**src/rtl/pipe_hazard_ctrl.sv**
```systemverilog
// Hazard and stall controller for a five-stage pipeline. It handles load-use stalls,
// taken-branch flushes and data-memory wait states, and latches an error if memory never completes.
module pipe_hazard_ctrl #(
   parameter int MEM_TIMEOUT = 15,
   parameter int CNT_W       = 16
) (
   input  logic             clk,
   input  logic             rst,
   input  logic [4:0]       ID_rs,
   input  logic [4:0]       ID_rt,
   input  logic             EX_MemRead,
   input  logic [4:0]       EX_WR,
   input  logic             EX_branch_taken,
   input  logic             M_MemRead,
   input  logic             M_MemWrite,
   input  logic             DM_ready,
   output logic             PCWrite,
   output logic             IF_IDWrite,
   output logic             ID_EXWrite,
   output logic             EX_MWrite,
   output logic             M_WBWrite,
   output logic             IF_ID_flush,
   output logic             ID_EX_flush,
   output logic             M_WB_bubble,
   output logic [CNT_W-1:0] stall_count,
   output logic             timeout_err
);

   // state      | meaning
   // S_RUN      | normal issue, resolves load-use / branch / memory hazards
   // S_MEM_WAIT | data memory access outstanding, pipeline frozen except M_WB bubble
   // S_ERR      | memory timed out, everything frozen until reset
   typedef enum logic [1:0] {S_RUN, S_MEM_WAIT, S_ERR} state_t;

   localparam int WC_W = (MEM_TIMEOUT < 2) ? 1 : $clog2(MEM_TIMEOUT + 1);
   localparam logic [WC_W-1:0] TO_VAL = WC_W'(MEM_TIMEOUT);
   // With a timeout of 1 the first wait cycle already exhausts the budget.
   localparam logic TO_FIRST = (MEM_TIMEOUT <= 1);

   state_t          state, state_nxt;
   logic [WC_W-1:0] wait_cnt, wait_cnt_nxt, wait_inc;
   logic            mem_busy, load_use;

   assign mem_busy = (M_MemRead | M_MemWrite) & ~DM_ready;
   assign load_use = EX_MemRead & (EX_WR != 5'd0) & ((EX_WR == ID_rs) | (EX_WR == ID_rt));
   assign wait_inc = wait_cnt + 1'b1;

   always_ff @(posedge clk or posedge rst) begin
      if (rst) begin
         state       <= S_RUN;
         wait_cnt    <= '0;
         timeout_err <= 1'b0;
         stall_count <= '0;
      end else begin
         state       <= state_nxt;
         wait_cnt    <= wait_cnt_nxt;
         timeout_err <= timeout_err | (state_nxt == S_ERR);
         if (!PCWrite && (stall_count != '1))
            stall_count <= stall_count + 1'b1;
      end
   end

   always_comb begin
      state_nxt    = state;
      wait_cnt_nxt = wait_cnt;
      case (state)
         S_RUN: begin
            wait_cnt_nxt = '0;
            if (mem_busy) begin
               wait_cnt_nxt = WC_W'(1);
               state_nxt    = TO_FIRST ? S_ERR : S_MEM_WAIT;
            end
         end
         S_MEM_WAIT: begin
            if (DM_ready) begin
               wait_cnt_nxt = '0;
               state_nxt    = S_RUN;
            end else begin
               wait_cnt_nxt = wait_inc;
               if (wait_inc == TO_VAL)
                  state_nxt = S_ERR;
            end
         end
         S_ERR:   state_nxt = S_ERR;
         default: state_nxt = S_RUN;
      endcase
   end

   always_comb begin
      PCWrite     = 1'b0;
      IF_IDWrite  = 1'b0;
      ID_EXWrite  = 1'b0;
      EX_MWrite   = 1'b0;
      M_WBWrite   = 1'b0;
      IF_ID_flush = 1'b0;
      ID_EX_flush = 1'b0;
      M_WB_bubble = 1'b0;
      if (state != S_ERR) begin
         if ((state == S_MEM_WAIT) ? ~DM_ready : mem_busy) begin
            M_WBWrite   = 1'b1;
            M_WB_bubble = 1'b1;
         end else if (load_use) begin
            ID_EXWrite  = 1'b1;
            ID_EX_flush = 1'b1;
            EX_MWrite   = 1'b1;
            M_WBWrite   = 1'b1;
         end else begin
            PCWrite     = 1'b1;
            IF_IDWrite  = 1'b1;
            ID_EXWrite  = 1'b1;
            EX_MWrite   = 1'b1;
            M_WBWrite   = 1'b1;
            IF_ID_flush = EX_branch_taken;
            ID_EX_flush = EX_branch_taken;
         end
      end
   end

endmodule

```
**config.mk**
```make
export PLATFORM = sky130hd
export DESIGN_NAME = pipe_hazard_ctrl
export DESIGN_NICKNAME = d
export VERILOG_FILES = /design/src/rtl/pipe_hazard_ctrl.sv
export SDC_FILE = /design/constraint.sdc
export NUM_CORES = 1
export LEC_CHECK = 0
export BUFFER_PORTS_ARGS = -buffer_cell sky130_fd_sc_hd__buf_2
export CELL_PAD_IN_SITES_DETAIL_PLACEMENT = 0
export CELL_PAD_IN_SITES_GLOBAL_PLACEMENT = 1
export CORE_MARGIN = 4
export CORE_UTILIZATION = 37
export DETAILED_ROUTE_END_ITERATION = 12
export GPL_TIMING_DRIVEN = 0
export PLACE_DENSITY = 0.89
export REMOVE_ABC_BUFFERS = 1
export SLEW_MARGIN = 20
export SYNTH_ARGS = -nofsm -noshare
export SYNTH_HDL_FRONTEND = slang
export SYNTH_SLANG_ARGS = --single-unit
```
**constraint.sdc**
```tcl
create_clock -name clk -period 2.03 [get_ports clk]
set_input_delay 0.203 -clock clk [delete_from_list [all_inputs] [get_ports clk]]
set_output_delay 0.203 -clock clk [all_outputs]
set_load 0.05 [all_outputs]
```
==> flow_metrics.py, run 1 <==
metrics = {
    "clock_tree": {
        "root_buffer": "clkbuf_8",
        "cts_tree": "yes",
        "cts_sinks": 23,
        "htree_num_levels": 1,
        "clock_path_buffers": 2,
        "cts_buffers": 3,
        "clk_latency_ns": 0.27,
        "clk_pin_slew_worst_paths_ns": 0.09,
    },
    "critical_path": {
        "crit_slowest_cell": "dfrtp_1",
        "reg2regPathDepth": 6,
        "r2r-start": "stall_count[0]$_DFFE_PP0P_",
        "cp_max_fo": 9,
        "crit_path_end_kind": "flip-flop",
        "critPathKind": "flip-flop to flip-flop",
        "worstPathRequired_ns": 2.19,
        "critical_path_buf_inv_count": 0,
        "cp.arrival_ns": 2.05,
        "max_stage_delay_ns": 0.44,
        "start_kind": "flip-flop",
        "reg2reg_to": "stall_count[1]$_DFFE_PP0P_",
        "crit_family": "simple AND/OR/NAND/NOR gates",
        "crit_chain": "ha_1 > nand3_1 > nor2_2 > nand4_4 > and2_4 > mux2_4",
        "reg2reg_slack_ns": 0.14,
    },
    "timing": {
        "fmax_mhz": 528,
        "fin_tns_setup_ns": 0,
        "setup_ws_ns": 0.137,
        "hold_violations": 0,
        "finalSetupViolCount": 0,
        "tightest_slew_ns": 0.860,
        "period_share_pct": 93.2,
        "rsz0062_at_grt": "false",
        "period_minus_slack_ns": 1.89,
        "slew_headroom_pct": 42.6,
        "slew_viol_final": 0,
        "skew_ns": 0.00968,
    },
    "floorplanning": {
        "io-pin-count": 47,
        "die_h_um": 69.1,
        "start_util_pct": 39.9,
        "fp.dieW_um": 69.1,
        "die_area_sq_um": 4780,
        "core_area_sq_um": 3470,
        "rows": 21,
    },
    "cells_and_area": {
        "diodes": 0,
        "finalInstanceArea_sq_um": 1690,
        "final_common_cell": "buf_2",
        "fill_cells": 346,
        "finish.net_count": 212,
        "drive_gt1_share_pct": 33.9,
        "areaGrowthSynthToFinish_pct": 22.3,
        "final_cell_mix": "45 x buf_2, 22 x dfrtp_1, 11 x xor2_1",
    },
    "drt": {
        "drtAntennaViolNets": 0,
        "vias": 1138,
        "wl_met2_mm": 1.36,
        "wl_per_cell_um": 12.1,
        "wl_met1_mm": 1.31,
        "met3_length_um": 140,
        "wl_mm": 2.81,
        "drcViolationCount": 0,
        "viasPerCell": 4.91,
        "top_layer": "met3",
        "dr.first_iter.drc_count": 50,
        "drtPass1Iterations": 4,
    },
    "placement": {
        "dpl.hpwl_mm": 2.22,
        "gp_congestion": 0.733,
        "dp_slack_ns": 0.0410,
        "portBuffers": 46,
        "placed_area_sq_um": 1630,
    },
    "synth": {
        "synth_ff_type": "dfrtp_1",
        "synth_seq_cells": 23,
        "netlist-cell-type-count": 39,
        "ys_seq_area_share_pct": 41.6,
        "avgSynthCellArea_sq_um": 9.81,
        "synth_area_sq_um": 1380,
        "synth_cells": 141,
        "synth_warnings": 0,
        "synthArstFlopShare_pct": 100,
        "synth_edf_count": 0,
    },
    "status": {
        "status": "finished clean",
    },
    "global_routing": {
        "first_global_vias": 1145,
        "grt_max_degree": 24,
        "grt_pass1_wl_mm": 5.10,
        "grt_overflow": 0,
        "antenna_found_initial": 0,
        "grt_usage_pct": 12.4,
    },
    "power": {
        "cellLeakagePower_nw": 0.833,
        "worst_ir_drop_vdd_uv": 458,
        "power.density_nw_per_um2": 889,
    },
    "job": {
        "maxCapViolations": 0,
    },
    "hold_path": {
        "hp-class": "input port to async pin",
    },
}
-- sequential cells by signal, indices dropped and copies added (netlist names) --
register     flops
stall_count     16
wait_cnt         4
state            2
timeout_err      1
-- how the worst max path moves through the flow --
stage / start / endpoint / depth (start not counted) / slack [ns]
3_3_place_gp: EX_WR[0] / stall_count[1]$_DFFE_PP0P_ / 7 / 0.05
4_1_cts: state[1]$_DFF_PP0_ / IF_ID_flush / 7 / 0.006
6_report: stall_count[0]$_DFFE_PP0P_ / stall_count[1]$_DFFE_PP0P_ / 6 / 0.14
3_5_place_dp: EX_WR[0] / stall_count[1]$_DFFE_PP0P_ / 7 / 0.04
2_1_floorplan: state[1]$_DFF_PP0_ / IF_ID_flush / 6 / -0.93
5_1_grt: stall_count[1]$_DFFE_PP0P_ / stall_count[1]$_DFFE_PP0P_ / 6 / 0.008
-- cell type report --
| class | instances | area, sq um | share of cell area [%] |
|---|---|---|---|
| Clock buffer | 3 | 41.3 | 2.44 |
| Clock inverter | 1 | 7.51 | 0.444 |
| Inverter | 5 | 18.8 | 1.11 |
| Multi-Input combinational cell | 107 | 748 | 44.3 |
| Sequential cell | 23 | 577 | 34.1 |
| Tap cell | 46 | 57.6 | 3.40 |
| Timing Repair Buffer | 47 | 240 | 14.2 |
-- where the power goes --
part / internal, mW / switching [mW]
logic: 0.176 / 0.418
registers: 0.529 / 0.0923
clock network: 0.139 / 0.149
total: 0.844 / 0.659
-- cells by family (layout without fill, tap and decap cells) --
| kind of cell | count (synthesis) | count (layout) | synth area share (%) |
|---|---|---|---|
| DFF | 23 | 23 | 41.6 |
| xor gates and xnor gates | 21 | 21 | 13.3 |
| and+or+nand+nor | 57 | 57 | 23.7 |
| adders and majority gates | 3 | 3 | 2.72 |
| muxes | 2 | 2 | 1.90 |
| buffers and inverters | 11 | 56 | 4.25 |
| AOI/OAI and AO/OA | 24 | 24 | 12.5 |
-- metrics by stage --
step | cells | utilization, % | power (mW) | hold slack (ns)
6_report | 232 | 48.7 | 1.50 | 0.0990
2_1_floorplan | 135 | - | 1.07 | 0.205
4_1_cts | 231 | 48.5 | 1.52 | 0.144
3_5_place_dp | 227 | 47.0 | 1.23 | 0.440
5_1_grt | 232 | 48.7 | 1.60 | 0.179
3_3_place_gp | 227 | 47.0 | 1.22 | 0.432
-- repair_timing --
action                     in CTS  in global routing
gates resized for setup         2                  0
buffers inserted                0                  1
cloned                          0                  0
setup endpoints to repair       1                  3
hold buffers                    0                  0
-- synthesized netlist by cell type (2+ instances only) --
master	count	area share [%]
nand2_1	9	2.4
nor2_2	2	0.90
nand3b_1	2	1.1
nor2b_1	2	0.90
xor2_1	11	7.0
ha_1	3	2.7
o21ai_0	4	1.4
a31oi_1	4	1.8
buf_4	2	1.1
and3_1	6	2.7
a41oi_1	2	1.3
inv_1	4	1.1
o21ai_4	2	2.4
dfrtp_1	23	42
nand3_1	6	2.2
xnor2_1	10	6.3
nand2b_1	2	0.90
o31ai_1	2	1.1
nand4_1	7	3.2
a21oi_1	7	2.5
nor2_1	10	2.7
nor3_1	4	1.4
-- layer usage --
| layer | vias to the layer above | global-route usage, % |
|---|---|---|
| met4 | 0 | 2.60 |
| met5 | - | 0 |
| li1 | 587 | - |
| met1 | 529 | 16.1 |
| met2 | 22 | 21.0 |
| met3 | 0 | 2.91 |
No activity file was read; power rests on OpenSTA's default activity.
==> run 2: changes to the inputs <==
Settings changed: CORE_UTILIZATION 37 to 30, PLACE_DENSITY 0.89 to 0.76.
==> flow_metrics.py, run 2 (synthesized netlist as in run 1, its figures left out) <==
metrics = {
    "cells_and_area": {
        "largest_register_ffs": 16,
        "final_common_cell": "buf_2",
        "areaGrowthSynthToFinish_pct": 23.0,
        "fin_cells": 238,
        "final_cell_mix": "45 x buf_2, 22 x dfrtp_1, 11 x xor2_1",
        "reg.largest.list": "stall_count: 16 flops, wait_cnt: 4 flops, state: 2 flops",
        "finish.net_count": 212,
        "drive_gt1_share_pct": 33.9,
        "diodes": 0,
        "largest-register": "stall_count",
    },
    "power": {
        "power.density_nw_per_um2": 887,
        "power_frac_seq_pct": 41.3,
        "worst_ir_drop_vdd_uv": 576,
        "power_mw": 1.51,
        "p_sw_share_pct": 44.2,
        "power.internal_mw": 0.842,
        "power_switching_mw": 0.667,
        "p_clk_share_pct": 18.9,
        "p_comb_share_pct": 39.8,
        "cellLeakagePower_nw": 0.837,
    },
    "drt": {
        "drtAntennaViolNets": 0,
        "drcViolationCount": 0,
        "wl_mm": 2.96,
        "viasPerCell": 4.92,
        "drtPass1Iterations": 4,
        "wl_per_cell_um": 12.4,
        "dr.first_iter.drc_count": 35,
        "vias": 1170,
    },
    "timing": {
        "rsz0062_at_grt": "false",
        "period_minus_slack_ns": 1.87,
        "setup_ws_ns": 0.156,
        "skew_ns": 0.00170,
        "tightest_slew_ns": 0.872,
        "hold_violations": 0,
        "fmax_mhz": 534,
        "finalSetupViolCount": 0,
        "period_share_pct": 92.3,
        "slew_viol_final": 0,
        "slew_headroom_pct": 41.8,
    },
    "placement": {
        "gp_congestion": 0.729,
        "dpl.hpwl_mm": 2.28,
        "portBuffers": 46,
        "dp_slack_ns": 0.0458,
        "dp.cells": 233,
    },
    "floorplanning": {
        "rows": 24,
        "fp.dieW_um": 75.9,
        "die_area_sq_um": 5760,
        "io-pin-count": 47,
        "die_h_um": 75.9,
        "start_util_pct": 31.3,
        "core_area_sq_um": 4410,
    },
    "global_routing": {
        "grt_overflow": 0,
        "antenna_found_initial": 0,
        "grt_pass1_wl_mm": 5.22,
        "grt_max_degree": 24,
        "first_global_vias": 1164,
        "grt_usage_pct": 11.6,
    },
    "critical_path": {
        "crit_path_end_kind": "flip-flop",
        "reg2regPathDepth": 6,
        "worstPathRequired_ns": 2.19,
        "reg2reg_slack_ns": 0.16,
        "cp_max_fo": 9,
        "cp.arrival_ns": 2.03,
        "reg2reg_to": "stall_count[1]$_DFFE_PP0P_",
        "critPathKind": "flip-flop to flip-flop",
        "start_kind": "flip-flop",
        "r2r-start": "stall_count[0]$_DFFE_PP0P_",
    },
    "clock_tree": {
        "clk_latency_ns": 0.26,
        "cts_hold_buf": 0,
        "cts_buffers": 3,
        "root_buffer": "clkbuf_8",
        "cts_sinks": 23,
        "cts_tree": "yes",
        "htree_num_levels": 1,
        "clock_path_buffers": 2,
        "clk_pin_slew_worst_paths_ns": 0.08,
    },
    "hold_path": {
        "hp-class": "input port to async pin",
    },
    "status": {
        "status": "finished clean",
    },
    "job": {
        "maxCapViolations": 0,
    },
}
run 2: layout make-up:
cell class                 count  area (sq um)
timing repair buffer          47           240
clock inverter                 1          5.00
sequential                    23           577
clock buffer                   3          41.3
fill                         464          2710
multi-input combinational    107           753
inverter                       5          18.8
tap                           52          65.1
run 2: how the worst max path moves through the flow:
stage / slack, ns / start / cells past startpoint / end
final: 0.16 / stall_count[0]$_DFFE_PP0P_ / 6 / stall_count[1]$_DFFE_PP0P_
after global routing: 0.05 / stall_count[0]$_DFFE_PP0P_ / 6 / stall_count[1]$_DFFE_PP0P_
after CTS: 0.01 / state[1]$_DFF_PP0_ / 7 / IF_ID_flush
after detailed placement: 0.05 / EX_WR[0] / 7 / stall_count[1]$_DFFE_PP0P_
after global placement: 0.06 / EX_WR[3] / 7 / stall_count[1]$_DFFE_PP0P_
after floorplan: -0.93 / state[1]$_DFF_PP0_ / 6 / IF_ID_flush
run 2: metal layers:
layer  track usage (%)  up-vias  share of wire, %
met5                 0        -                 0
met4              4.66        0               1.4
met3              2.24        5               9.0
met2              18.6       45                44
met1              15.1      532                46
li1                  -      588                 -
run 2: power by group through the flow:
stage / combinational (mW) / clock [mW] / sequential (mW)
floorplan: 0.226 / 0 / 0.844
global placement: 0.599 / 0 / 0.635
detailed placement: 0.602 / 0 / 0.633
CTS: 0.604 / 0.299 / 0.624
global route: 0.650 / 0.314 / 0.643
finish: 0.601 / 0.284 / 0.624
run 2: worst max-delay path, cell delays in order (launching register included):
cell and delay (ns):
dfrtp_1 0.45, ha_1 0.23, nand3_1 0.16, nor2_4 0.21, nand4_4 0.20, and2_4 0.22, mux2_4 0.29
run 2: timing repair:
| item | CTS | global route |
|---|---|---|
| setup buffers | 0 | 1 |
| endpoints found under the setup margin | 1 | 4 |
| resized for setup | 2 | 1 |
run 2: per-stage QoR:
step | cell area [sq um] | hold slack, ns | util [%] | TNS, ns
2_1_floorplan | 1340 | 0.205 | - | -5.73
3_3_place_gp | 1640 | 0.438 | 37.1 | 0
3_5_place_dp | 1640 | 0.446 | 37.1 | 0
4_1_cts | 1690 | 0.155 | 38.2 | 0
5_1_grt | 1700 | 0.199 | 38.5 | 0
6_report | 1700 | 0.108 | 38.5 | 0
==> run 3: changes to the inputs <==
Settings changed: BUFFER_PORTS_ARGS -buffer_cell sky130_fd_sc_hd__buf_2 to -buffer_cell sky130_fd_sc_hd__clkbuf_2, TNS_END_PERCENT set to 5.
==> flow_metrics.py, run 3 (synthesized netlist as in run 1, its figures left out) <==
metrics = {
    "status": {
        "status": "finished clean",
    },
    "placement": {
        "portBuffers": 46,
        "dpl.hpwl_mm": 2.22,
        "gp_congestion": 0.750,
    },
    "critical_path": {
        "worstPathRequired_ns": 2.18,
        "crit_chain": "ha_1 > nand3_1 > nor2_4 > nand4_4 > and2_4 > mux2_4",
        "crit_path_end_kind": "flip-flop",
        "critPathKind": "flip-flop to flip-flop",
        "cp_max_fo": 9,
        "reg2regPathDepth": 6,
        "cp.arrival_ns": 2.02,
        "max_stage_delay_ns": 0.45,
        "reg2reg_to": "stall_count[1]$_DFFE_PP0P_",
        "crit_slowest_cell": "dfrtp_1",
        "critical_path.endpoint": "stall_count[1]$_DFFE_PP0P_",
        "reg2reg_slack_ns": 0.15,
        "r2r-start": "stall_count[0]$_DFFE_PP0P_",
        "crit_start": "stall_count[0]$_DFFE_PP0P_",
        "start_kind": "flip-flop",
    },
    "drt": {
        "wl_per_cell_um": 11.9,
        "drtAntennaViolNets": 0,
        "drcViolationCount": 0,
        "viasPerCell": 4.88,
        "wl_mm": 2.86,
        "vias": 1167,
        "drtPass1Iterations": 4,
        "dr.first_iter.drc_count": 70,
    },
    "timing": {
        "slew_headroom_pct": 41.0,
        "tightest_slew_ns": 0.884,
        "slew_viol_final": 0,
        "period_share_pct": 92.5,
        "holdWs_ns": 0.0970,
        "rsz0062_at_grt": "false",
        "fmax_mhz": 532,
        "finalSetupViolCount": 0,
        "skew_ns": 0.00605,
        "hold_violations": 0,
        "period_minus_slack_ns": 1.88,
    },
    "floorplanning": {
        "rows": 24,
        "die_h_um": 75.9,
        "core_area_sq_um": 4410,
        "io-pin-count": 47,
        "start_util_pct": 31.3,
        "fp.dieW_um": 75.9,
        "die_area_sq_um": 5760,
    },
    "global_routing": {
        "grt_max_degree": 24,
        "first_global_vias": 1195,
        "grt_usage_pct": 11.4,
        "grt_overflow": 0,
        "antenna_found_initial": 0,
        "grt_pass1_wl_mm": 5.17,
    },
    "cells_and_area": {
        "largest-register": "stall_count",
        "reg.largest.list": "stall_count: 16 flops, wait_cnt: 4 flops, state: 2 flops",
        "largest_register_ffs": 16,
        "final_cell_mix": "45 x clkbuf_2, 22 x dfrtp_1, 11 x xor2_1",
        "final_common_cell": "clkbuf_2",
        "finish.net_count": 213,
        "drive_gt1_share_pct": 33.7,
        "areaGrowthSynthToFinish_pct": 23.4,
        "fin_util_pct": 38.7,
        "diodes": 0,
    },
    "clock_tree": {
        "htree_num_levels": 1,
        "clock_path_buffers": 2,
        "root_buffer": "clkbuf_8",
        "cts_tree": "yes",
        "clk_latency_ns": 0.26,
        "clk_pin_slew_worst_paths_ns": 0.08,
        "cts_buffers": 3,
        "cts_sinks": 23,
    },
    "power": {
        "power_switching_mw": 0.665,
        "power.density_nw_per_um2": 884,
        "power.internal_mw": 0.844,
        "worst_ir_drop_vdd_uv": 479,
        "p_clk_share_pct": 18.7,
        "power_frac_seq_pct": 41.5,
        "cellLeakagePower_nw": 0.837,
        "p_comb_share_pct": 39.8,
        "p_sw_share_pct": 44.1,
    },
    "job": {
        "maxCapViolations": 0,
    },
    "hold_path": {
        "hp-class": "input port to async pin",
    },
}
## run 3: cell types whose count changed in the layout (fill, tap and decap cells not counted), sizes merged
cell / change
clkbuf: +47
clkinv: -1
buf: -45
## run 3: metal layers
layer	vias up	part of all wire [%]	GRT usage, %
met1	531	46	14.7
met5	-	0	0
met4	0	1.3	5.24
met3	2	7.5	2.11
met2	40	45	18.5
li1	594	-	-
## run 3: worst max-delay path: cells and delay by family (launching register included)
kind	cells	cell delay (ns)
multiplexers	1	0.29
AND/OR/NAND/NOR	4	0.79
adder cells (fa/ha/maj)	1	0.24
flip-flops	1	0.45
## run 3: final cells by class
class,count,area (sq um)
fillers,449,2710
well taps,52,65.1
clock buffers,4,45.0
multi-input cells,107,753
repair buffers,48,248
inverters,5,18.8
flip-flops and latches,23,577
## run 3: worst min-delay path by stage
stage	to	slack [ns]	cells after the start	startpoint
after global placement	wait_cnt[2]$_DFFE_PP0P_	0.42	2	rst
after global routing	stall_count[13]$_DFFE_PP0P_	0.20	2	rst
after floorplan	stall_count[0]$_DFFE_PP0P_	0.20	1	rst
final	stall_count[13]$_DFFE_PP0P_	0.1	2	rst
after CTS	stall_count[13]$_DFFE_PP0P_	0.14	2	rst
after detailed placement	stall_count[9]$_DFFE_PP0P_	0.43	2	rst
## run 3: stage by stage
| step | worst slack (ns) | cell area [sq um] | TNS, ns | instances | power [mW] |
|---|---|---|---|---|---|
| 2_1_floorplan | -0.928 | 1340 | -5.73 | 135 | 1.07 |
| 3_3_place_gp | 0.0510 | 1640 | 0 | 233 | 1.23 |
| 3_5_place_dp | 0.0379 | 1640 | 0 | 233 | 1.23 |
| 4_1_cts | 0.0945 | 1700 | 0 | 239 | 1.52 |
| 5_1_grt | 0.0390 | 1710 | 0 | 239 | 1.61 |
| 6_report | 0.152 | 1710 | 0 | 239 | 1.51 |
## run 3: power groups by stage
stage	Sequential [mW]	Combinational [mW]	Clock (mW)
2_1_floorplan	0.844	0.226	0
3_3_place_gp	0.637	0.597	0
3_5_place_dp	0.638	0.596	0
4_1_cts	0.629	0.604	0.291
5_1_grt	0.646	0.653	0.314
6_report	0.627	0.601	0.282
## run 3: timing repair
| action | in CTS | in global routing |
|---|---|---|
| hold buffers | 0 | 0 |
| buffers inserted | 2 | 0 |
| endpoints found under the setup margin | 1 | 1 |
| resized for setup | 2 | 1 |
| cloned | 0 | 0 |
